==> src/rtl/selecionar_ativo_pkg.sv <==
// rtl/selecionar_ativo_pkg.sv - shared FSM encodings, default widths and slot slice helper
package selecionar_ativo_pkg;

  localparam int NUM_NA_DEF         = 8;
  localparam int ADR_WIDTH_DEF      = 8;
  localparam int CRITERIO_WIDTH_DEF = 5;

  // Helper operates on a generously sized bus; callers zero-extend in and truncate out.
  localparam int BUS_MAX_W  = 1024;
  localparam int SLOT_MAX_W = 32;

  typedef enum logic [1:0] {
    ST_IDLE     = 2'd0,
    ST_SCAN     = 2'd1,
    ST_GRANT    = 2'd2,
    ST_MIN_SCAN = 2'd3
  } sa_state_e;

  function automatic logic [SLOT_MAX_W-1:0] slot_slice(
    input logic [BUS_MAX_W-1:0] bus,
    input int unsigned          idx,
    input int unsigned          width
  );
    logic [SLOT_MAX_W-1:0] mask;
    mask = (SLOT_MAX_W'(1) << width) - SLOT_MAX_W'(1);
    return SLOT_MAX_W'(bus >> (idx * width)) & mask;
  endfunction

endpackage

==> src/rtl/selecionar_ativo_if.sv <==
// rtl/selecionar_ativo_if.sv - request/slot/grant bundle between classifier, selector and expander
interface selecionar_ativo_if #(
  parameter int NUM_NA         = 8,
  parameter int ADR_WIDTH      = 8,
  parameter int CRITERIO_WIDTH = 5
);
  logic                             start_in;
  logic [NUM_NA-1:0]                na_valid_in;
  logic [NUM_NA*CRITERIO_WIDTH-1:0] na_criterio_in;
  logic [NUM_NA*ADR_WIDTH-1:0]      na_endereco_in;
  logic [CRITERIO_WIDTH-1:0]        ca_criterio_geral_in;
  logic                             ack_in;
  logic                             sa_valid_out;
  logic [NUM_NA-1:0]                sa_grant_out;
  logic [ADR_WIDTH-1:0]             sa_endereco_out;
  logic [CRITERIO_WIDTH-1:0]        sa_criterio_out;
  logic                             sa_busy_out;
  logic                             sa_vazio_out;

  modport master (
    output start_in, na_valid_in, na_criterio_in, na_endereco_in, ca_criterio_geral_in, ack_in,
    input  sa_valid_out, sa_grant_out, sa_endereco_out, sa_criterio_out, sa_busy_out, sa_vazio_out
  );

  modport slave (
    input  start_in, na_valid_in, na_criterio_in, na_endereco_in, ca_criterio_geral_in, ack_in,
    output sa_valid_out, sa_grant_out, sa_endereco_out, sa_criterio_out, sa_busy_out, sa_vazio_out
  );
endinterface

==> src/rtl/selecionar_ativo_rr_idx.sv <==
// rtl/selecionar_ativo_rr_idx.sv - round-robin start pointer and modulo-NUM_NA scan index
module selecionar_ativo_rr_idx #(
  parameter int NUM_NA = 8
) (
  input  logic                      clk,
  input  logic                      rst_n,
  input  logic                      load,
  input  logic                      inc,
  input  logic                      ptr_adv,
  output logic [$clog2(NUM_NA)-1:0] idx,
  output logic [$clog2(NUM_NA)-1:0] ptr
);
  localparam int IDX_W = $clog2(NUM_NA);
  localparam logic [IDX_W-1:0] LAST = IDX_W'(NUM_NA - 1);

  // Explicit compare so non-power-of-two slot counts wrap correctly.
  function automatic logic [IDX_W-1:0] wrap_inc(input logic [IDX_W-1:0] x);
    return (x == LAST) ? '0 : x + IDX_W'(1);
  endfunction

  always_ff @(posedge clk or negedge rst_n) begin
    if (!rst_n) begin
      idx <= '0;
      ptr <= '0;
    end else begin
      if (load) begin
        idx <= ptr;
      end else if (inc) begin
        idx <= wrap_inc(idx);
      end
      // idx still holds the granted slot while in GRANT
      if (ptr_adv) begin
        ptr <= wrap_inc(idx);
      end
    end
  end

endmodule

==> src/rtl/selecionar_ativo.sv <==
// rtl/selecionar_ativo.sv - grants one active node whose criterion equals the reference criterion
// Optional SELECIONAR_ATIVO_MIN_INTERNO_EN: reference is the internal minimum over valid slots.
module selecionar_ativo
  import selecionar_ativo_pkg::*;
#(
  parameter int NUM_NA         = NUM_NA_DEF,
  parameter int ADR_WIDTH      = ADR_WIDTH_DEF,
  parameter int CRITERIO_WIDTH = CRITERIO_WIDTH_DEF
) (
  input logic               clk,
  input logic               rst_n,
  selecionar_ativo_if.slave bus
);
  localparam int IDX_W = $clog2(NUM_NA);
  localparam int CNT_W = $clog2(NUM_NA + 1);
  localparam logic [CNT_W-1:0] CNT_LAST = CNT_W'(NUM_NA - 1);

  sa_state_e state_q, state_d;

  logic [CNT_W-1:0]          count_q;
  logic [CRITERIO_WIDTH-1:0] crit_ref_q;
  logic [CRITERIO_WIDTH-1:0] slot_crit;
  logic [CRITERIO_WIDTH-1:0] crit_q;
  logic [ADR_WIDTH-1:0]      slot_addr;
  logic [ADR_WIDTH-1:0]      addr_q;
  logic [NUM_NA-1:0]         grant_q;
  logic                      valid_q;
  logic                      vazio_q;
  logic                      slot_valid;
  logic                      match;
  logic [IDX_W-1:0]          idx;
  logic [IDX_W-1:0]          ptr;
  logic [IDX_W-1:0]          sel;

  logic idx_load, idx_inc, ptr_adv;
  logic cnt_clr, cnt_inc;
  logic take_grant, drop_grant, vazio_set;
`ifdef SELECIONAR_ATIVO_MIN_INTERNO_EN
  logic min_init, min_upd, seen_q;
`else
  logic ref_load;
`endif

  selecionar_ativo_rr_idx #(.NUM_NA(NUM_NA)) u_rr_idx (
    .clk     (clk),
    .rst_n   (rst_n),
    .load    (idx_load),
    .inc     (idx_inc),
    .ptr_adv (ptr_adv),
    .idx     (idx),
    .ptr     (ptr)
  );

  // The minimum pass walks slots in plain order; order is irrelevant for a minimum.
`ifdef SELECIONAR_ATIVO_MIN_INTERNO_EN
  assign sel = (state_q == ST_MIN_SCAN) ? IDX_W'(count_q) : idx;
`else
  assign sel = idx;
`endif

  assign slot_valid = bus.na_valid_in[sel];
  assign slot_crit  = CRITERIO_WIDTH'(slot_slice(BUS_MAX_W'(bus.na_criterio_in), 32'(sel), CRITERIO_WIDTH));
  assign slot_addr  = ADR_WIDTH'(slot_slice(BUS_MAX_W'(bus.na_endereco_in), 32'(sel), ADR_WIDTH));
  assign match      = slot_valid && (slot_crit == crit_ref_q);

  always_ff @(posedge clk or negedge rst_n) begin
    if (!rst_n) begin
      state_q <= ST_IDLE;
    end else begin
      state_q <= state_d;
    end
  end

  always_comb begin
    state_d    = state_q;
    idx_load   = 1'b0;
    idx_inc    = 1'b0;
    ptr_adv    = 1'b0;
    cnt_clr    = 1'b0;
    cnt_inc    = 1'b0;
    take_grant = 1'b0;
    drop_grant = 1'b0;
    vazio_set  = 1'b0;
`ifdef SELECIONAR_ATIVO_MIN_INTERNO_EN
    min_init   = 1'b0;
    min_upd    = 1'b0;
`else
    ref_load   = 1'b0;
`endif
    case (state_q)
      ST_IDLE: begin
        if (bus.start_in) begin
          cnt_clr = 1'b1;
`ifdef SELECIONAR_ATIVO_MIN_INTERNO_EN
          min_init = 1'b1;
          state_d  = ST_MIN_SCAN;
`else
          ref_load = 1'b1;
          idx_load = 1'b1;
          state_d  = ST_SCAN;
`endif
        end
      end
`ifdef SELECIONAR_ATIVO_MIN_INTERNO_EN
      ST_MIN_SCAN: begin
        min_upd = 1'b1;
        if (count_q == CNT_LAST) begin
          cnt_clr = 1'b1;
          if (seen_q || slot_valid) begin
            idx_load = 1'b1;
            state_d  = ST_SCAN;
          end else begin
            vazio_set = 1'b1;
            state_d   = ST_IDLE;
          end
        end else begin
          cnt_inc = 1'b1;
        end
      end
`endif
      ST_SCAN: begin
        if (match) begin
          take_grant = 1'b1;
          state_d    = ST_GRANT;
        end else if (count_q == CNT_LAST) begin
          vazio_set = 1'b1;
          state_d   = ST_IDLE;
        end else begin
          idx_inc = 1'b1;
          cnt_inc = 1'b1;
        end
      end
      ST_GRANT: begin
        if (bus.ack_in) begin
          drop_grant = 1'b1;
          ptr_adv    = 1'b1;
          state_d    = ST_IDLE;
        end
      end
      default: state_d = ST_IDLE;
    endcase
  end

  always_ff @(posedge clk or negedge rst_n) begin
    if (!rst_n) begin
      count_q    <= '0;
      crit_ref_q <= '0;
      valid_q    <= 1'b0;
      grant_q    <= '0;
      addr_q     <= '0;
      crit_q     <= '0;
      vazio_q    <= 1'b0;
`ifdef SELECIONAR_ATIVO_MIN_INTERNO_EN
      seen_q     <= 1'b0;
`endif
    end else begin
      if (cnt_clr) begin
        count_q <= '0;
      end else if (cnt_inc) begin
        count_q <= count_q + CNT_W'(1);
      end
`ifdef SELECIONAR_ATIVO_MIN_INTERNO_EN
      if (min_init) begin
        crit_ref_q <= '1;
        seen_q     <= 1'b0;
      end else if (min_upd && slot_valid) begin
        seen_q <= 1'b1;
        if (slot_crit < crit_ref_q) begin
          crit_ref_q <= slot_crit;
        end
      end
`else
      if (ref_load) begin
        crit_ref_q <= bus.ca_criterio_geral_in;
      end
`endif
      if (take_grant) begin
        valid_q <= 1'b1;
        grant_q <= NUM_NA'(1) << idx;
        addr_q  <= slot_addr;
        crit_q  <= slot_crit;
      end else if (drop_grant) begin
        valid_q <= 1'b0;
        grant_q <= '0;
        addr_q  <= '0;
        crit_q  <= '0;
      end
      vazio_q <= vazio_set;
    end
  end

  assign bus.sa_valid_out    = valid_q;
  assign bus.sa_grant_out    = grant_q;
  assign bus.sa_endereco_out = addr_q;
  assign bus.sa_criterio_out = crit_q;
  assign bus.sa_vazio_out    = vazio_q;
  assign bus.sa_busy_out     = (state_q != ST_IDLE);

endmodule

==> src/flat_wrapper.sv <==
// flat-port wrapper written by rule: the top's interface ports become plain ports
module selecionar_ativo_flat import selecionar_ativo_pkg::*;
#(
  parameter int NUM_NA         = NUM_NA_DEF,
  parameter int ADR_WIDTH      = ADR_WIDTH_DEF,
  parameter int CRITERIO_WIDTH = CRITERIO_WIDTH_DEF
)
  (clk, rst_n, bus_start_in, bus_na_valid_in, bus_na_criterio_in, bus_na_endereco_in, bus_ca_criterio_geral_in, bus_ack_in, bus_sa_valid_out, bus_sa_grant_out, bus_sa_endereco_out, bus_sa_criterio_out, bus_sa_busy_out, bus_sa_vazio_out);
  selecionar_ativo_if #(.NUM_NA(NUM_NA), .ADR_WIDTH(ADR_WIDTH), .CRITERIO_WIDTH(CRITERIO_WIDTH)) bus_i ();
  input logic clk;
  input logic rst_n;
  input wire logic [$bits(bus_i.start_in)-1:0] bus_start_in;
  input wire logic [$bits(bus_i.na_valid_in)-1:0] bus_na_valid_in;
  input wire logic [$bits(bus_i.na_criterio_in)-1:0] bus_na_criterio_in;
  input wire logic [$bits(bus_i.na_endereco_in)-1:0] bus_na_endereco_in;
  input wire logic [$bits(bus_i.ca_criterio_geral_in)-1:0] bus_ca_criterio_geral_in;
  input wire logic [$bits(bus_i.ack_in)-1:0] bus_ack_in;
  output wire logic [$bits(bus_i.sa_valid_out)-1:0] bus_sa_valid_out;
  output wire logic [$bits(bus_i.sa_grant_out)-1:0] bus_sa_grant_out;
  output wire logic [$bits(bus_i.sa_endereco_out)-1:0] bus_sa_endereco_out;
  output wire logic [$bits(bus_i.sa_criterio_out)-1:0] bus_sa_criterio_out;
  output wire logic [$bits(bus_i.sa_busy_out)-1:0] bus_sa_busy_out;
  output wire logic [$bits(bus_i.sa_vazio_out)-1:0] bus_sa_vazio_out;
  assign bus_i.start_in = bus_start_in;
  assign bus_i.na_valid_in = bus_na_valid_in;
  assign bus_i.na_criterio_in = bus_na_criterio_in;
  assign bus_i.na_endereco_in = bus_na_endereco_in;
  assign bus_i.ca_criterio_geral_in = bus_ca_criterio_geral_in;
  assign bus_i.ack_in = bus_ack_in;
  assign bus_sa_valid_out = bus_i.sa_valid_out;
  assign bus_sa_grant_out = bus_i.sa_grant_out;
  assign bus_sa_endereco_out = bus_i.sa_endereco_out;
  assign bus_sa_criterio_out = bus_i.sa_criterio_out;
  assign bus_sa_busy_out = bus_i.sa_busy_out;
  assign bus_sa_vazio_out = bus_i.sa_vazio_out;
  selecionar_ativo #(.NUM_NA(NUM_NA), .ADR_WIDTH(ADR_WIDTH), .CRITERIO_WIDTH(CRITERIO_WIDTH)) u_core (.clk(clk), .rst_n(rst_n), .bus(bus_i));
endmodule
==> config.mk <==
export PLATFORM = sky130hd
export DESIGN_NAME = selecionar_ativo_flat
export DESIGN_NICKNAME = d
export VERILOG_FILES = /design/src/rtl/selecionar_ativo_pkg.sv /design/src/rtl/selecionar_ativo_if.sv /design/src/rtl/selecionar_ativo_rr_idx.sv /design/src/rtl/selecionar_ativo.sv /design/src/flat_wrapper.sv
export SDC_FILE = /design/constraint.sdc
export NUM_CORES = 1
export LEC_CHECK = 0
export CAP_MARGIN = 20
export CORE_MARGIN = 1.5
export CORE_UTILIZATION = 40
export CTS_CLUSTER_DIAMETER = 100
export CTS_CLUSTER_SIZE = 40
export DETAILED_ROUTE_END_ITERATION = 10
export HOLD_SLACK_MARGIN = 0.06
export PLACE_DENSITY = 0.85
export SKIP_LAST_GASP = 1
export SYNTH_ARGS = -nofsm -noshare
export SYNTH_HDL_FRONTEND = slang
export SYNTH_SLANG_ARGS = --single-unit
export TNS_END_PERCENT = 1
==> constraint.sdc <==
create_clock -name clk -period 7.6 [get_ports clk]
set_clock_uncertainty 0.2 [all_clocks]
set_input_delay 2.28 -clock clk [delete_from_list [all_inputs] [get_ports clk]]
set_output_delay 2.28 -clock clk [all_outputs]
set_load 0.01 [all_outputs]
**Word level (Yosys, flattened, before mapping)**

Index checks and enable logic that the tools add are counted.

- Register bits after elaboration: 40
- Input bits: 121
- Output and inout bits: 24
- Word-level logic and storage cells: 62

- $add $sub $neg: 2
- Multipliers: 1
- $lt $le $gt $ge: 1
- Equal/unequal tests: 8
- Shift operators: 3
- Multiplexer cells: 31
- Reductions and logical operators: 6

Operators by type and width:

| operator | number |
|---|---|
| 64-bit by 6-bit right shift with 8-bit output | 1 |
| 40-bit by 6-bit right shift with 5-bit output | 1 |
| 8-bit 2-to-1 mux | 3 |
| 1-bit 2-to-1 mux | 15 |
| 5-bit 2-to-1 mux | 2 |
| 3-bit 2-to-1 mux | 3 |
| 2-bit 2-to-1 mux | 4 |
| 4-bit 2-to-1 mux | 2 |
| 1-bit by 3-bit << shifter with 8-bit output, first input constant | 1 |
| 3-bit by 3-bit multiplier with 6-bit output, second input constant | 1 |
| 2-bit case mux with 3 select lines | 1 |
| 2-bit nonzero test | 3 |
| 5-bit equality test | 1 |
| 4-bit by 1-bit adder with 4-bit output, second input constant | 1 |
| 4-bit by 3-bit equality test with 1-bit output, second input constant | 1 |
| 3-bit by 4-bit < comparator with 1-bit output, second input constant | 1 |
| 2-bit != test, second input constant | 2 |
| 3-bit by 1-bit adder with 3-bit output, second input constant | 1 |
| 1-bit binary-select mux with 3-bit select | 1 |
| 3-bit equality test, second input constant | 1 |
| 3-bit by 1-bit != test with 1-bit output, second input constant | 1 |
| 3-bit AND reduction | 1 |
| 2-bit by 1-bit equality test with 1-bit output, second input constant | 1 |
| 2-bit equality test, second input constant | 1 |
| 2 further kinds | 2 |

**Depth between registers and ports, before layout**

- Depth in word-level cells: 8
- Mapped depth: 10
- Mapped depth without buffers: 7

**Modules after synthesis**

A second synthesis with hierarchy kept.

- Cell total of the unflattened synthesis: 254
- Area total of the unflattened synthesis: 2,791.4 µm²

Modules (own cells, without submodules):

| module | instances | cells an instance | area each (µm²) | seq. area each (µm²) |
|---|---|---|---|---|
| selecionar_ativo | 1 | 232 | 2,512.4 | 850.8 |
| selecionar_ativo_rr_idx | 1 | 22 | 279.0 | 150.1 |

**Least setup slack after synthesis**

OpenSTA, ideal clock, no wires.

- Path kind: in2reg
- Start point: input bus_na_criterio_in[2]
- End point: register u_core.u_rr_idx.idx[1]
- Setup time: 126 ps
- Arrival: 3,875 ps
- Required time: 7,274 ps
- Setup slack: 3,399 ps
- Stages: 7
- Path buffers: 0
- Cells stage by stage: nor2b_1 -> a2111oi_0 -> nor4_2 -> xnor2_1 -> a41o_2 -> nor2_1 -> a221o_1

- Cells in the longest elaborated chain, start to end: 6

Ends and longest elaborated chain:

| element | RTL line | text |
|---|---|---|
| start, declared | flat_wrapper.sv:14 | `input wire logic [$bits(bus_i.na_criterio_in)-1:0] bus_na_criterio_in;` |
| 40-bit by 6-bit right shift with 5-bit output | selecionar_ativo_pkg.sv:26 | `return SLOT_MAX_W'(bus >> (idx * width)) & mask;` |
| 5-bit equality test | selecionar_ativo.sv:64 | `assign match = slot_valid && (slot_crit == crit_ref_q);` |
| 1-bit logical AND | selecionar_ativo.sv:64 |  |
| 1-bit 2-to-1 mux | selecionar_ativo.sv:122 | `if (match) begin` |
| 1-bit 2-to-1 mux | selecionar_ativo.sv:90 | `case (state_q)` |
| 2-bit nonzero test (no source line) | - |  |
| end signal, assigned | selecionar_ativo_rr_idx.sv:27 | `idx <= ptr;` |
| end signal, assigned | selecionar_ativo_rr_idx.sv:29 | `idx <= wrap_inc(idx);` |
| end, declared | selecionar_ativo_rr_idx.sv:10 | `output logic [$clog2(NUM_NA)-1:0] idx,` |

No other way between the ends.
A chain may end at the register's enable or synchronous reset.

**Worst setup path after layout**

- Start point: input bus_na_criterio_in[22]
- End point: register u_core.addr_q[5], in the netlist u_core.bus.sa_endereco_out[5]

- Cells in the longest elaborated chain, start to end: 6
- Elaborated cells on any way between the ends: 7
- Classes of those cells: eq/ne (1); shift (1); mux (3); reduce/logical (2)

Ends and longest elaborated chain:

| element | RTL line | text |
|---|---|---|
| 40-bit by 6-bit right shift with 5-bit output (*) | selecionar_ativo_pkg.sv:26 |  |
| 5-bit equality test (*) | selecionar_ativo.sv:64 |  |
| 1-bit logical AND (*) | selecionar_ativo.sv:64 |  |
| 1-bit 2-to-1 mux (*) | selecionar_ativo.sv:122 |  |
| 1-bit 2-to-1 mux (*) | selecionar_ativo.sv:90 |  |
| 8-bit 2-to-1 mux / 2-bit nonzero test (equally long branches) | - |  |
| end signal, assigned | selecionar_ativo.sv:180 | `addr_q <= slot_addr;` |
| end, declared | selecionar_ativo.sv:25 | `logic [ADR_WIDTH-1:0] addr_q;` |

Mark *: on every way between the ends. The rest lies on a longest branch, timed or not.

==> impl_results.md <==
- Die Ht: 87.5 um
- Initial core utilization: 41.6%
- Maximum fanout along the worst path: 23
- Net Sw Frac: 40.5%
- I/O pins: 145
- VDD IR-drop max: 0.000174 V
- Final Wtd Congestion: 0.803
- Port buffer count: 144
- Mapped Area: 2860 um^2
- # rows: 30
- Place WS: 2.31 ns
- Maximum root-to-sink buffer count: 2
- R2R setup slack: 4.02 ns
- Resized cells post-CTS: 0
- CTS Sinks: 40
- RR Startpoint: u_core.u_rr_idx.idx[0]
- Worst Tran Pin Value: 1.07 ns
- Yosys reg bits: 40
- Fin crit period: 4.95 ns
- Drt pass-1 iters: 4
- Post-DR wirelength/cell: 17.6 um
- # diodes: 0
- Slowest CP cell: nor2_4
- Final worst setup slack: 2.65 ns
- Final setup viols: 0
- CTS clk-pin slew, worst paths: 0.09 ns
- Cell variety after synth: 45
- Layout Utilization: 64.4%
- Hold path depth: 1
- Core area: 6870 um^2
- Hpwl dp: 6720 um
- Post-route ant nets: 0
- Internal Power: 840 uW
- Reg2reg path depth: 7
- Reg2reg end: u_core.bus.sa_endereco_out[5]
- Initial antenna violation count: 0
- Synthesis-to-layout area growth: 54.7%
- Comb pwr share: 59.4%
- CTS tree: done
- CP Launch Type: primary input
- Most common cell after layout, fill and taps aside: clkdlybuf4s50_1
- Die area: 7660 um^2
- Hold Buf Count CTS: 0
- Post-Syn Nets: 382
- Layout cells sized above 1: 12.1%
- Outcome: finished clean
- Vias: 2549
- Gr usage total: 21.6%
- Crit Path Category: primary input to flip-flop
- Largest net degree at the start of global routing: 41
- Unrepaired setup endpoints after global routing: false
- Most frequent cells in the layout: clkdlybuf4s50_1, dfrtp_1, mux2i_1, nand2_1, mux4_2
- Worst Setup SP: bus_na_criterio_in[22]
- FILL cells: 568
- Crit-path cells: clkdlybuf4s50_1 -> nor2b_1 -> a2111oi_0 -> nor4_2 -> xnor2_1 -> nand4_2 -> nor2_4 -> mux2i_1
- Hold Path Origin: u_core.bus.sa_valid_out
- First-pass GRT wire length: 12700 um
- CTS buffer count: 5
- Mean Syn Cell Area: 11.3 um^2
- Part of the power in registers: 29.9%
- Post-synth EDFFs: 0
- Final nets: 517
- Crit share post-route: 65.1%
- Clock root cell: clkbuf_8
- Final slew viol count: 0
- Sequential share of the synthesized area: 35.0%
- H-tree Lvls: 2
- Worst skew pair latency: 0.30 ns
- Max_cap viols: 0
- Most used DFF post-synth: dfrtp_1
- Static Leak: 0.00177 uW
- Max incr delay on CP: 0.65 ns
- Vias in the first global route: 2555
- Highest clock rate: 0.202 GHz
- Die W: 87.5 um
- Crit path DAT: 4.98 ns
- Drt total wl: 8550 um
- Hold EP: u_core.bus.sa_valid_out
- Critical path required time: 7.63 ns
- Sw Pwr: 571 uW
- Drt drc: 0
- Grt ovf: 0
- Fin Setup TNS: 0 ns
- DRT iter0 DRCs: 135
- Vias per cell: 5.24
- Slew margin rel.: 28.2%
- Worst hold path type: flip-flop to flip-flop
- Hold Violations, Final: 0
- Synth warn: 0
- Pwr/cell area: 319 nW/um^2
- Crit path capture type: flip-flop
- Mapped Cells: 254
- Clk pwr share: 10.7%
- Async S/R FF share, synth: 100%
- Setup bufs post-CTS: 0
[power groups by stage]
stage / registers [uW] / clock network (uW) / logic (uW)
4_1_cts: 426 / 153 / 845
2_1_floorplan: 383 / 0 / 598
3_5_place_dp: 429 / 0 / 841
5_1_grt: 444 / 161 / 908
3_3_place_gp: 425 / 0 / 820
6_report: 422 / 151 / 839
[metrics by stage]
step                      hold slack (ns)  cells  cell area [um^2]  total power (uW)
after floorplan                     0.256    254              2860               981
after global placement              0.272    478              4320              1240
after detailed placement            0.281    478              4320              1270
after CTS                           0.308    486              4420              1420
after global routing                0.323    486              4420              1510
final                               0.299    486              4420              1410
[sequential cells by signal (all words and copies together), names as in the netlist]
signal / count
u_core.bus.sa_endereco_out: 8
u_core.bus.sa_grant_out: 8
u_core.bus.sa_criterio_out: 5
u_core.crit_ref_q: 5
u_core.count_q: 4
u_core.u_rr_idx.idx: 3
u_core.u_rr_idx.ptr: 3
u_core.state_q: 2
u_core.bus.sa_valid_out: 1
u_core.bus.sa_vazio_out: 1
[layer usage]
| metal | wire length [um] | GRT usage (%) |
|---|---|---|
| met1 | 3560 | 29.6 |
| met2 | 4390 | 36.2 |
| met3 | 527 | 4.71 |
| met4 | 64 | 3.46 |
| met5 | 0 | 0 |
[cells in the mapped netlist (3+ instances only)]
library cell  number  area [um^2]
a21oi_1            7         35.0
a22o_1             5         43.8
a31o_1             4         35.0
buf_2              5         25.0
buf_4              3         22.5
buf_6              3         33.8
clkbuf_1           7         26.3
dfrtp_1           40         1000
ha_1               7         87.6
inv_1              4         15.0
mux2_1             6         67.6
mux2_2             3         33.8
mux2i_1           33          330
mux4_2            20          450
nand2_1           30          113
nand2b_1           3         18.8
nand3_1            6         30.0
nor2_1            11         41.3
nor2b_1            9         56.3
nor3_1             5         25.0
o21ai_1            8         40.0
xnor2_1            3         26.3
[worst max-delay path: cells and delay by family]
family                 cells  cell delay (ns)
multiplexers               1             0.26
buffers and inverters      1             0.40
AO/OA/AOI/OAI              1             0.59
AND/OR/NAND/NOR            4             1.14
XOR/XNOR                   1             0.29
[layout make-up]
cell class	count	area [um^2]	share of cell area, %
Timing Repair Buffer	146	1450	32.8
Clock inverter	2	15.0	0.340
Clock buffer	6	82.6	1.87
Multi-Input combinational cell	191	1730	39.2
Sequential cell	40	1000	22.7
Inverter	5	18.8	0.424
Tap cell	96	120	2.72
[worst max-delay path by stage]
stage                                                to  slack (ns)  depth (start not counted)
after floorplan                  u_core.u_rr_idx.idx[1]        3.40                          7
after global placement    u_core.bus.sa_endereco_out[5]        2.44                          8
after detailed placement  u_core.bus.sa_endereco_out[6]        2.31                          8
after CTS                    u_core.bus.sa_grant_out[6]        2.62                          8
after global routing      u_core.bus.sa_endereco_out[1]        2.37                          8
final                     u_core.bus.sa_endereco_out[5]        2.65                          8
[kinds of logic (layout without fill, tap and decap cells)]
group                      count (synthesis)  after routing  synth area share, %
muxes                                     63             63                 31.6
xor gates and xnor gates                   3              3                0.919
adders and majority gates                  7              7                 3.06
AOI/OAI and AO/OA                         41             41                 10.6
DFF                                       40             40                 35.0
buffers and inverters                     23            159                 4.42
and+or+nand+nor                           77             77                 14.3
Power figures use the tool's default switching activity.
